File: src/rtl/soric_xbar_pkg.sv
// Shared types and helpers for the SRAM bank crossbar.
// Response records carry {valid, bank, err} down the per-master read-latency pipe.
package soric_xbar_pkg;

    localparam int RD_LAT_MIN = 1;
    localparam int RD_LAT_MAX = 2;
    localparam int BANK_ID_W  = 3;

    function automatic int idx_w(input int nbank);
        return (nbank > 1) ? $clog2(nbank) : 0;
    endfunction

    typedef struct packed {
        logic                 vld;
        logic [BANK_ID_W-1:0] bank;
        logic                 err;
    } rsp_t;

endpackage

File: src/rtl/soric_mem_xbar_if.sv
// Core-side request/response and SRAM-side bank signals of the crossbar.
// slave = crossbar view, master = environment (cores + SRAM macros) view.
interface soric_mem_xbar_if #(
    parameter int NMASTER     = 2,
    parameter int NBANK       = 4,
    parameter int ADDR_W      = 14,
    parameter int SRAM_ADDR_W = 11
);
    logic [NMASTER-1:0]               m_req_i;
    logic [NMASTER-1:0]               m_we_i;
    logic [NMASTER*ADDR_W-1:0]        m_addr_i;
    logic [NMASTER*4-1:0]             m_be_i;
    logic [NMASTER*32-1:0]            m_wdata_i;
    logic [NMASTER-1:0]               m_gnt_o;
    logic [NMASTER-1:0]               m_rvalid_o;
    logic [NMASTER-1:0]               m_err_o;
    logic [NMASTER*32-1:0]            m_rdata_o;
    logic [NBANK-1:0]                 s_csb_o;
    logic [NBANK-1:0]                 s_web_o;
    logic [NBANK*4-1:0]               s_wmask_o;
    logic [NBANK*(SRAM_ADDR_W-2)-1:0] s_addr_o;
    logic [NBANK*32-1:0]              s_wdata_o;
    logic [NBANK*32-1:0]              s_rdata_i;

    modport slave (
        input  m_req_i, m_we_i, m_addr_i, m_be_i, m_wdata_i, s_rdata_i,
        output m_gnt_o, m_rvalid_o, m_err_o, m_rdata_o,
        output s_csb_o, s_web_o, s_wmask_o, s_addr_o, s_wdata_o
    );

    modport master (
        output m_req_i, m_we_i, m_addr_i, m_be_i, m_wdata_i, s_rdata_i,
        input  m_gnt_o, m_rvalid_o, m_err_o, m_rdata_o,
        input  s_csb_o, s_web_o, s_wmask_o, s_addr_o, s_wdata_o
    );
endinterface

File: src/rtl/soric_rr_arbiter.sv
// Round-robin arbiter: one-hot grant combinational from req, search starts at ptr.
// Pointer moves past the winner on a grant and holds otherwise; no backpressure.
module soric_rr_arbiter #(
    parameter int N = 2
) (
    input  logic         clk_i,
    input  logic         rst_ni,
    input  logic [N-1:0] req,
    output logic [N-1:0] gnt
);
    localparam int PW = (N > 1) ? $clog2(N) : 1;

    logic [PW-1:0] ptr, ptr_nxt, win;
    logic          found;

    // Two passes emulate a rotated priority: first ptr..N-1, then 0..ptr-1.
    always_comb begin
        gnt   = '0;
        found = 1'b0;
        win   = '0;
        for (int k = 0; k < N; k++) begin
            if (!found && req[k] && k >= int'(ptr)) begin
                gnt[k] = 1'b1;
                found  = 1'b1;
                win    = k[PW-1:0];
            end
        end
        for (int k = 0; k < N; k++) begin
            if (!found && req[k] && k < int'(ptr)) begin
                gnt[k] = 1'b1;
                found  = 1'b1;
                win    = k[PW-1:0];
            end
        end
        ptr_nxt = ptr;
        if (found) begin
            ptr_nxt = (win == PW'(N - 1)) ? '0 : win + 1'b1;
        end
    end

    always_ff @(posedge clk_i or negedge rst_ni) begin
        if (!rst_ni) begin
            ptr <= '0;
        end else begin
            ptr <= ptr_nxt;
        end
    end
endmodule

File: src/rtl/soric_mem_xbar.sv
// NMASTER x NBANK SRAM crossbar: combinational grant, response RD_LAT cycles later.
// Losing masters hold their request until granted; out-of-range is granted at once with err.
module soric_mem_xbar
    import soric_xbar_pkg::*;
#(
    parameter int NMASTER     = 2,
    parameter int NBANK       = 4,
    parameter int ADDR_W      = 14,
    parameter int SRAM_ADDR_W = 11,
    parameter int INTERLEAVE  = 0,
    parameter int RD_LAT      = 1
) (
    input  logic           clk_i,
    input  logic           rst_ni,
    soric_mem_xbar_if.slave bus
);
    localparam int IDX_W   = idx_w(NBANK);
    localparam int WA_W    = SRAM_ADDR_W - 2;
    localparam int BANK_SH = (INTERLEAVE != 0) ? 2 : SRAM_ADDR_W;
    localparam int WA_SH   = (INTERLEAVE != 0) ? 2 + IDX_W : 2;
    localparam int TOP_SH  = SRAM_ADDR_W + IDX_W;
    localparam int LAT     = (RD_LAT < RD_LAT_MIN) ? RD_LAT_MIN :
                             (RD_LAT > RD_LAT_MAX) ? RD_LAT_MAX : RD_LAT;
    localparam logic [BANK_ID_W-1:0] IDX_MASK = BANK_ID_W'((1 << IDX_W) - 1);

    logic [NMASTER-1:0]               req, moor, gnt;
    logic [BANK_ID_W-1:0]             mbank [NMASTER];
    logic [WA_W-1:0]                  mwa   [NMASTER];
    logic [NBANK-1:0][NMASTER-1:0]    bgnt_all;

    // Requests are masked in reset so grants and chip selects stay idle.
    assign req = bus.m_req_i & {NMASTER{rst_ni}};

    for (genvar m = 0; m < NMASTER; m++) begin : g_dec
        assign mbank[m] = BANK_ID_W'(bus.m_addr_i[m*ADDR_W +: ADDR_W] >> BANK_SH) & IDX_MASK;
        assign mwa[m]   = WA_W'(bus.m_addr_i[m*ADDR_W +: ADDR_W] >> WA_SH);
        assign moor[m]  = ((bus.m_addr_i[m*ADDR_W +: ADDR_W] >> TOP_SH) != '0) ||
                          ({1'b0, mbank[m]} >= 4'(NBANK));
    end

    for (genvar b = 0; b < NBANK; b++) begin : g_bank
        logic [NMASTER-1:0] breq, bgnt;
        logic               web;
        logic [3:0]         wmask;
        logic [WA_W-1:0]    baddr;
        logic [31:0]        wdata;

        always_comb begin
            breq = '0;
            for (int m = 0; m < NMASTER; m++) begin
                breq[m] = req[m] & ~moor[m] & (mbank[m] == BANK_ID_W'(b));
            end
        end

        soric_rr_arbiter #(.N(NMASTER)) u_arb (
            .clk_i  (clk_i),
            .rst_ni (rst_ni),
            .req    (breq),
            .gnt    (bgnt)
        );

        always_comb begin
            web   = 1'b1;
            wmask = '0;
            baddr = '0;
            wdata = '0;
            for (int m = 0; m < NMASTER; m++) begin
                if (bgnt[m]) begin
                    web   = ~bus.m_we_i[m];
                    wmask = bus.m_be_i[m*4 +: 4];
                    baddr = mwa[m];
                    wdata = bus.m_wdata_i[m*32 +: 32];
                end
            end
        end

        assign bgnt_all[b]                 = bgnt;
        assign bus.s_csb_o[b]              = ~(|bgnt);
        assign bus.s_web_o[b]              = web;
        assign bus.s_wmask_o[b*4 +: 4]     = wmask;
        assign bus.s_addr_o[b*WA_W +: WA_W] = baddr;
        assign bus.s_wdata_o[b*32 +: 32]   = wdata;
    end

    always_comb begin
        gnt = req & moor;
        for (int b = 0; b < NBANK; b++) begin
            gnt = gnt | bgnt_all[b];
        end
    end

    assign bus.m_gnt_o = gnt;

    for (genvar m = 0; m < NMASTER; m++) begin : g_rsp
        rsp_t        pipe [LAT];
        rsp_t        tail;
        logic [31:0] rdata;

        always_ff @(posedge clk_i or negedge rst_ni) begin
            if (!rst_ni) begin
                for (int i = 0; i < LAT; i++) begin
                    pipe[i] <= '0;
                end
            end else begin
                pipe[0] <= '{vld: gnt[m], bank: mbank[m], err: moor[m]};
                for (int i = 1; i < LAT; i++) begin
                    pipe[i] <= pipe[i-1];
                end
            end
        end

        assign tail = pipe[LAT-1];

        always_comb begin
            rdata = '0;
            for (int b = 0; b < NBANK; b++) begin
                if (tail.vld && !tail.err && tail.bank == BANK_ID_W'(b)) begin
                    rdata = bus.s_rdata_i[b*32 +: 32];
                end
            end
        end

        assign bus.m_rvalid_o[m]         = tail.vld;
        assign bus.m_err_o[m]            = tail.vld & tail.err;
        assign bus.m_rdata_o[m*32 +: 32] = rdata;
    end
endmodule

File: src/flat_wrapper.sv
// flat-port wrapper written by rule: the top's interface ports become plain ports
module soric_mem_xbar_flat import soric_xbar_pkg::*;
#(
    parameter int NMASTER     = 2,
    parameter int NBANK       = 4,
    parameter int ADDR_W      = 14,
    parameter int SRAM_ADDR_W = 11,
    parameter int INTERLEAVE  = 0,
    parameter int RD_LAT      = 1
)
  (clk_i, rst_ni, bus_m_req_i, bus_m_we_i, bus_m_addr_i, bus_m_be_i, bus_m_wdata_i, bus_s_rdata_i, bus_m_gnt_o, bus_m_rvalid_o, bus_m_err_o, bus_m_rdata_o, bus_s_csb_o, bus_s_web_o, bus_s_wmask_o, bus_s_addr_o, bus_s_wdata_o);
  soric_mem_xbar_if #(.NMASTER(NMASTER), .NBANK(NBANK), .ADDR_W(ADDR_W), .SRAM_ADDR_W(SRAM_ADDR_W)) bus_i ();
  input  logic clk_i;
  input  logic rst_ni;
  input wire logic [$bits(bus_i.m_req_i)-1:0] bus_m_req_i;
  input wire logic [$bits(bus_i.m_we_i)-1:0] bus_m_we_i;
  input wire logic [$bits(bus_i.m_addr_i)-1:0] bus_m_addr_i;
  input wire logic [$bits(bus_i.m_be_i)-1:0] bus_m_be_i;
  input wire logic [$bits(bus_i.m_wdata_i)-1:0] bus_m_wdata_i;
  input wire logic [$bits(bus_i.s_rdata_i)-1:0] bus_s_rdata_i;
  output wire logic [$bits(bus_i.m_gnt_o)-1:0] bus_m_gnt_o;
  output wire logic [$bits(bus_i.m_rvalid_o)-1:0] bus_m_rvalid_o;
  output wire logic [$bits(bus_i.m_err_o)-1:0] bus_m_err_o;
  output wire logic [$bits(bus_i.m_rdata_o)-1:0] bus_m_rdata_o;
  output wire logic [$bits(bus_i.s_csb_o)-1:0] bus_s_csb_o;
  output wire logic [$bits(bus_i.s_web_o)-1:0] bus_s_web_o;
  output wire logic [$bits(bus_i.s_wmask_o)-1:0] bus_s_wmask_o;
  output wire logic [$bits(bus_i.s_addr_o)-1:0] bus_s_addr_o;
  output wire logic [$bits(bus_i.s_wdata_o)-1:0] bus_s_wdata_o;
  assign bus_i.m_req_i = bus_m_req_i;
  assign bus_i.m_we_i = bus_m_we_i;
  assign bus_i.m_addr_i = bus_m_addr_i;
  assign bus_i.m_be_i = bus_m_be_i;
  assign bus_i.m_wdata_i = bus_m_wdata_i;
  assign bus_i.s_rdata_i = bus_s_rdata_i;
  assign bus_m_gnt_o = bus_i.m_gnt_o;
  assign bus_m_rvalid_o = bus_i.m_rvalid_o;
  assign bus_m_err_o = bus_i.m_err_o;
  assign bus_m_rdata_o = bus_i.m_rdata_o;
  assign bus_s_csb_o = bus_i.s_csb_o;
  assign bus_s_web_o = bus_i.s_web_o;
  assign bus_s_wmask_o = bus_i.s_wmask_o;
  assign bus_s_addr_o = bus_i.s_addr_o;
  assign bus_s_wdata_o = bus_i.s_wdata_o;
  soric_mem_xbar #(.NMASTER(NMASTER), .NBANK(NBANK), .ADDR_W(ADDR_W), .SRAM_ADDR_W(SRAM_ADDR_W), .INTERLEAVE(INTERLEAVE), .RD_LAT(RD_LAT)) u_core (.clk_i(clk_i), .rst_ni(rst_ni), .bus(bus_i));
endmodule
File: config.mk
export PLATFORM = sky130hd
export DESIGN_NAME = soric_mem_xbar_flat
export DESIGN_NICKNAME = d
export VERILOG_FILES = /design/src/rtl/soric_xbar_pkg.sv /design/src/rtl/soric_mem_xbar_if.sv /design/src/rtl/soric_rr_arbiter.sv /design/src/rtl/soric_mem_xbar.sv /design/src/flat_wrapper.sv
export SDC_FILE = /design/constraint.sdc
export NUM_CORES = 1
export LEC_CHECK = 0
export CAP_MARGIN = 10
export CORE_AREA = 3 3 190 192
export DETAILED_ROUTE_END_ITERATION = 7
export DIE_AREA = 0 0 193 195
export PLACE_DENSITY = 0.48
export SKIP_CTS_REPAIR_TIMING = 1
export SLEW_MARGIN = 20
export SYNTH_ARGS = -nofsm -noshare
export SYNTH_HDL_FRONTEND = slang
export SYNTH_SLANG_ARGS = --single-unit
export TNS_END_PERCENT = 10
File: constraint.sdc
create_clock -name clk_i -period 2.7 [get_ports clk_i]
set_input_delay 0.405 -clock clk_i [delete_from_list [all_inputs] [get_ports clk_i]]
set_output_delay 0.405 -clock clk_i [all_outputs]
set_load 0.02 [all_outputs]
==> impl_metrics.csv <==
group,metric,value,unit
timing,finalCriticalPeriod,2620,ps
power_and_ir_drop,powerDensity,162,mW/mm²
timing,max_freq,382,MHz
die,fp.coreArea,0.0345,mm²
worst_setup_path,path_cells,"buf_12 > mux4_2 > nor2b_1 > clkdlybuf4s50_1",
place,placed_area,0.0102,mm²
worst_setup_path,worst-path-max-fanout,10,
timing,maxSlewViolCount,0,
place,dpl.hpwl,27000,µm
routing,via_count,7162,
timing,worst_slack,81.1,ps
power_and_ir_drop,p_leak,7.28,nW
grt,gr-usage-met1,18.1,%
worst_setup_path,start_kind,"flop",
die,fp-row-count,68,
power_and_ir_drop,finalPower,1.80,mW
power_and_ir_drop,power_frac_seq,13.5,%
grt,grt_use_total,16.3,%
layout,multi_input_area,0.00378,mm²
grt,antenna_found_initial,3,
grt,grt_pass1_vias,7161,
cts,cts_tree,"done",
grt,met3_usage,4.79,%
grt,grt_pass1_wl,47200,µm
place,place.port_buffers,487,
routing,wl,36600,µm
power_and_ir_drop,intPower,1.12,mW
cts,clockBufferDepth,2,
timing,slew_headroom,71.4,%
cts,clock_latency,240,ps
timing,rsz0062_at_grt,"false",
timing,setup_viol,0,
routing,vias_per_cell,4.77,
cts,cts_buffers,3,
logic_synthesis,avgSynthCellArea,8.08,µm²
die,ioPinCount,492,
die,fp.dieW,193,µm
routing,drtPass1Iterations,4,
run_status,status,"finished clean",
timing,max_slew.worst_pin.slew,430,ps
logic_synthesis,syn_nets,780,
layout,fillCellCount,3620,
routing,drtAntennaViolNets,0,
worst_setup_path,cp_num_buf_inv,2,
flow_run,maxCapViolCount,0,
die,start_util,12.8,%
timing,fin_crit_sh,97.0,%
place,gp_congestion,0.816,
logic_synthesis,synthCells,546,
power_and_ir_drop,swShare,37.6,%
die,die_y,195,µm
power_and_ir_drop,p_clk_share,17.0,%
logic_synthesis,yosys_warnings,0,
worst_setup_path,cp.arrival,2210,ps
worst_setup_path,crit_family,"buffers and inverters",
cts,clock-root-buffer,"clkbuf_16",
cts,clock-sinks,12,
worst_setup_path,cpPeakStageDelay,580,ps
layout,seqCellArea,304,µm²
power_and_ir_drop,pwr-share-comb,69.5,%
timing,finClkSkew,5.27,ps
routing,drc_errors,0,
timing,hold_viol,0,
grt,grt_max_degree,48,
logic_synthesis,synth_area,0.00441,mm²
grt,use_met2,30.3,%
min_path,hp-class,"in -> async",
grt,top_usage_layer,"met2",
layout,drive_above_1_share,16.4,%
grt,grt_overflow,0,
worst_setup_path,critPathRequiredTime,2300,ps
routing,drtIter0Drc,238,
place,dp_slack,-546,ps
cts,htree_levels,1,
power_and_ir_drop,ir_drop,0.000134,V
die,die-area,0.0376,mm²
layout,nNetsFinal,1282,
logic_synthesis,ys_ff_latch,12,
power_and_ir_drop,p_switching,0.676,mW
logic_synthesis,ys_types,31,
cts,clk_pin_slew,50,ps
worst_setup_path,slowest_stage,"dfrtp_4",
layout,area_delta_synth_final,152,%
routing,wl_per_cell,24.4,µm
worst_setup_path,setup.worst_path.class,"reg -> out",
layout,utilization,32.2,%
layout,fin_area,0.0111,mm²
worst_setup_path,end_kind,"output port",
logic_synthesis,synth_seq_area_share,6.81,%
power by group through the flow:
stage          Sequential [mW]  Combinational (mW)  Clock (mW)
3_3_place_gp             0.243                1.24           0
6_report                 0.243                1.25       0.306
5_1_grt                  0.249                1.32       0.321
2_1_floorplan            0.225               0.442           0
3_5_place_dp             0.243                1.24           0
4_1_cts                  0.240                1.25       0.312
cell usage after synthesis:
library cell | instances | share of area, %
and4bb_1 | 1 | 0.28
o21ai_0 | 33 | 3.7
nand3_1 | 1 | 0.11
a211oi_2 | 1 | 0.28
clkbuf_1 | 22 | 1.9
o311a_1 | 2 | 0.45
nor2b_1 | 32 | 4.5
nor2_2 | 1 | 0.14
and4b_1 | 3 | 0.68
nand2_1 | 36 | 3.1
nand4b_1 | 2 | 0.40
nor2_1 | 41 | 3.5
inv_1 | 3 | 0.26
nor3b_2 | 1 | 0.28
buf_4 | 18 | 3.1
mux4_2 | 32 | 16
and3_1 | 1 | 0.14
a22o_1 | 180 | 36
nand4bb_1 | 1 | 0.26
nand4bb_2 | 1 | 0.37
and2_1 | 2 | 0.28
a22oi_1 | 4 | 0.68
dfrtp_1 | 12 | 6.8
nor4bb_1 | 1 | 0.23
buf_6 | 9 | 2.3
buf_2 | 27 | 3.1
a21oi_1 | 42 | 4.8
o21a_1 | 34 | 5.8
nand2b_1 | 1 | 0.14
a311oi_1 | 1 | 0.20
or4b_1 | 1 | 0.23
worst paths after layout:
kind	start	to	slack (ps)	depth (start not counted)
worst min-delay path	rst_ni	u_core.g_bank[2].u_arb.ptr$_DFFE_PN0P_	180	2
min in group clk_i	bus_m_addr_i[27]	u_core.g_rsp[1].pipe[0]$_DFF_PN0_	390	1
worst max register to register	u_core.g_bank[2].u_arb.ptr$_DFFE_PN0P_	u_core.bus.m_rvalid_o[1]$_DFF_PN0_	1120	5
max in group asynchronous	rst_ni	u_core.g_rsp[1].pipe[1]$_DFF_PN0_	2310	2
worst max-delay path	u_core.g_rsp[1].pipe[1]$_DFF_PN0_	bus_m_rdata_o[45]	80	4
worst min register to register	u_core.g_bank[2].u_arb.ptr$_DFFE_PN0P_	u_core.g_bank[2].u_arb.ptr$_DFFE_PN0P_	560	1
sequential cells by signal, indices dropped and copies added, names as in the netlist:
register / flops
u_core.bus.m_rvalid_o: 2
u_core.g_bank.u_arb.ptr: 4
u_core.g_rsp.pipe: 6
metal layers:
metal	wire, µm	part of all wire, %	vias to the layer above
met5	21	0.057	-
met4	1200	3.3	4
met3	3710	10	58
met2	18600	51	404
met1	13000	36	3507
li1	-	-	3189
metrics by stage:
step / hold slack (ps) / std cells / setup TNS [ps]
after floorplan: 109 / 546 / 0
after global placement: 537 / 1481 / -79920
after detailed placement: 537 / 1481 / -82310
after CTS: 543 / 1485 / -84760
after global routing: 218 / 1502 / 0
final: 180 / 1503 / 0
cell families (layout without fill, tap and decap cells):
group	Yosys count	after routing	share of synthesized area, %
and+or+nand+nor	126	126	14.6
other	0	1	0
buffers and inverters	79	580	10.6
DFF	12	12	6.81
AOI/OAI and AO/OA	297	297	51.7
muxes	32	32	16.3
worst register-to-register path: stages, from the launching register on:
cell and delay, ps:
dfrtp_1 430, o311a_4 430, clkbuf_16 200, nor2_1 90, nand4bb_1 150, buf_4 170
cell usage in the layout (no fill, tap or decap), drive strengths merged, types with 4 or more instances in the layout:
cell and instances:
a22o 180, o21a 34, nor2b 32, dfrtp 12
nor2 42, buf 106, mux4 32, a22oi 4
o21ai 33, a21oi 42, nand2 36, clkdlybuf4s50 256
clkbuf 18, dlymetal6s2s 197
area by class of cell:
class | instances | area share [%]
tap | 455 | 5.12
clock buffer | 4 | 0.798
antenna | 1 | 0.0225
multi-input combinational | 455 | 33.9
inverter | 3 | 0.101
sequential | 12 | 2.73
timing repair buffer | 573 | 57.3
No activity file was read; power rests on OpenSTA's default activity.
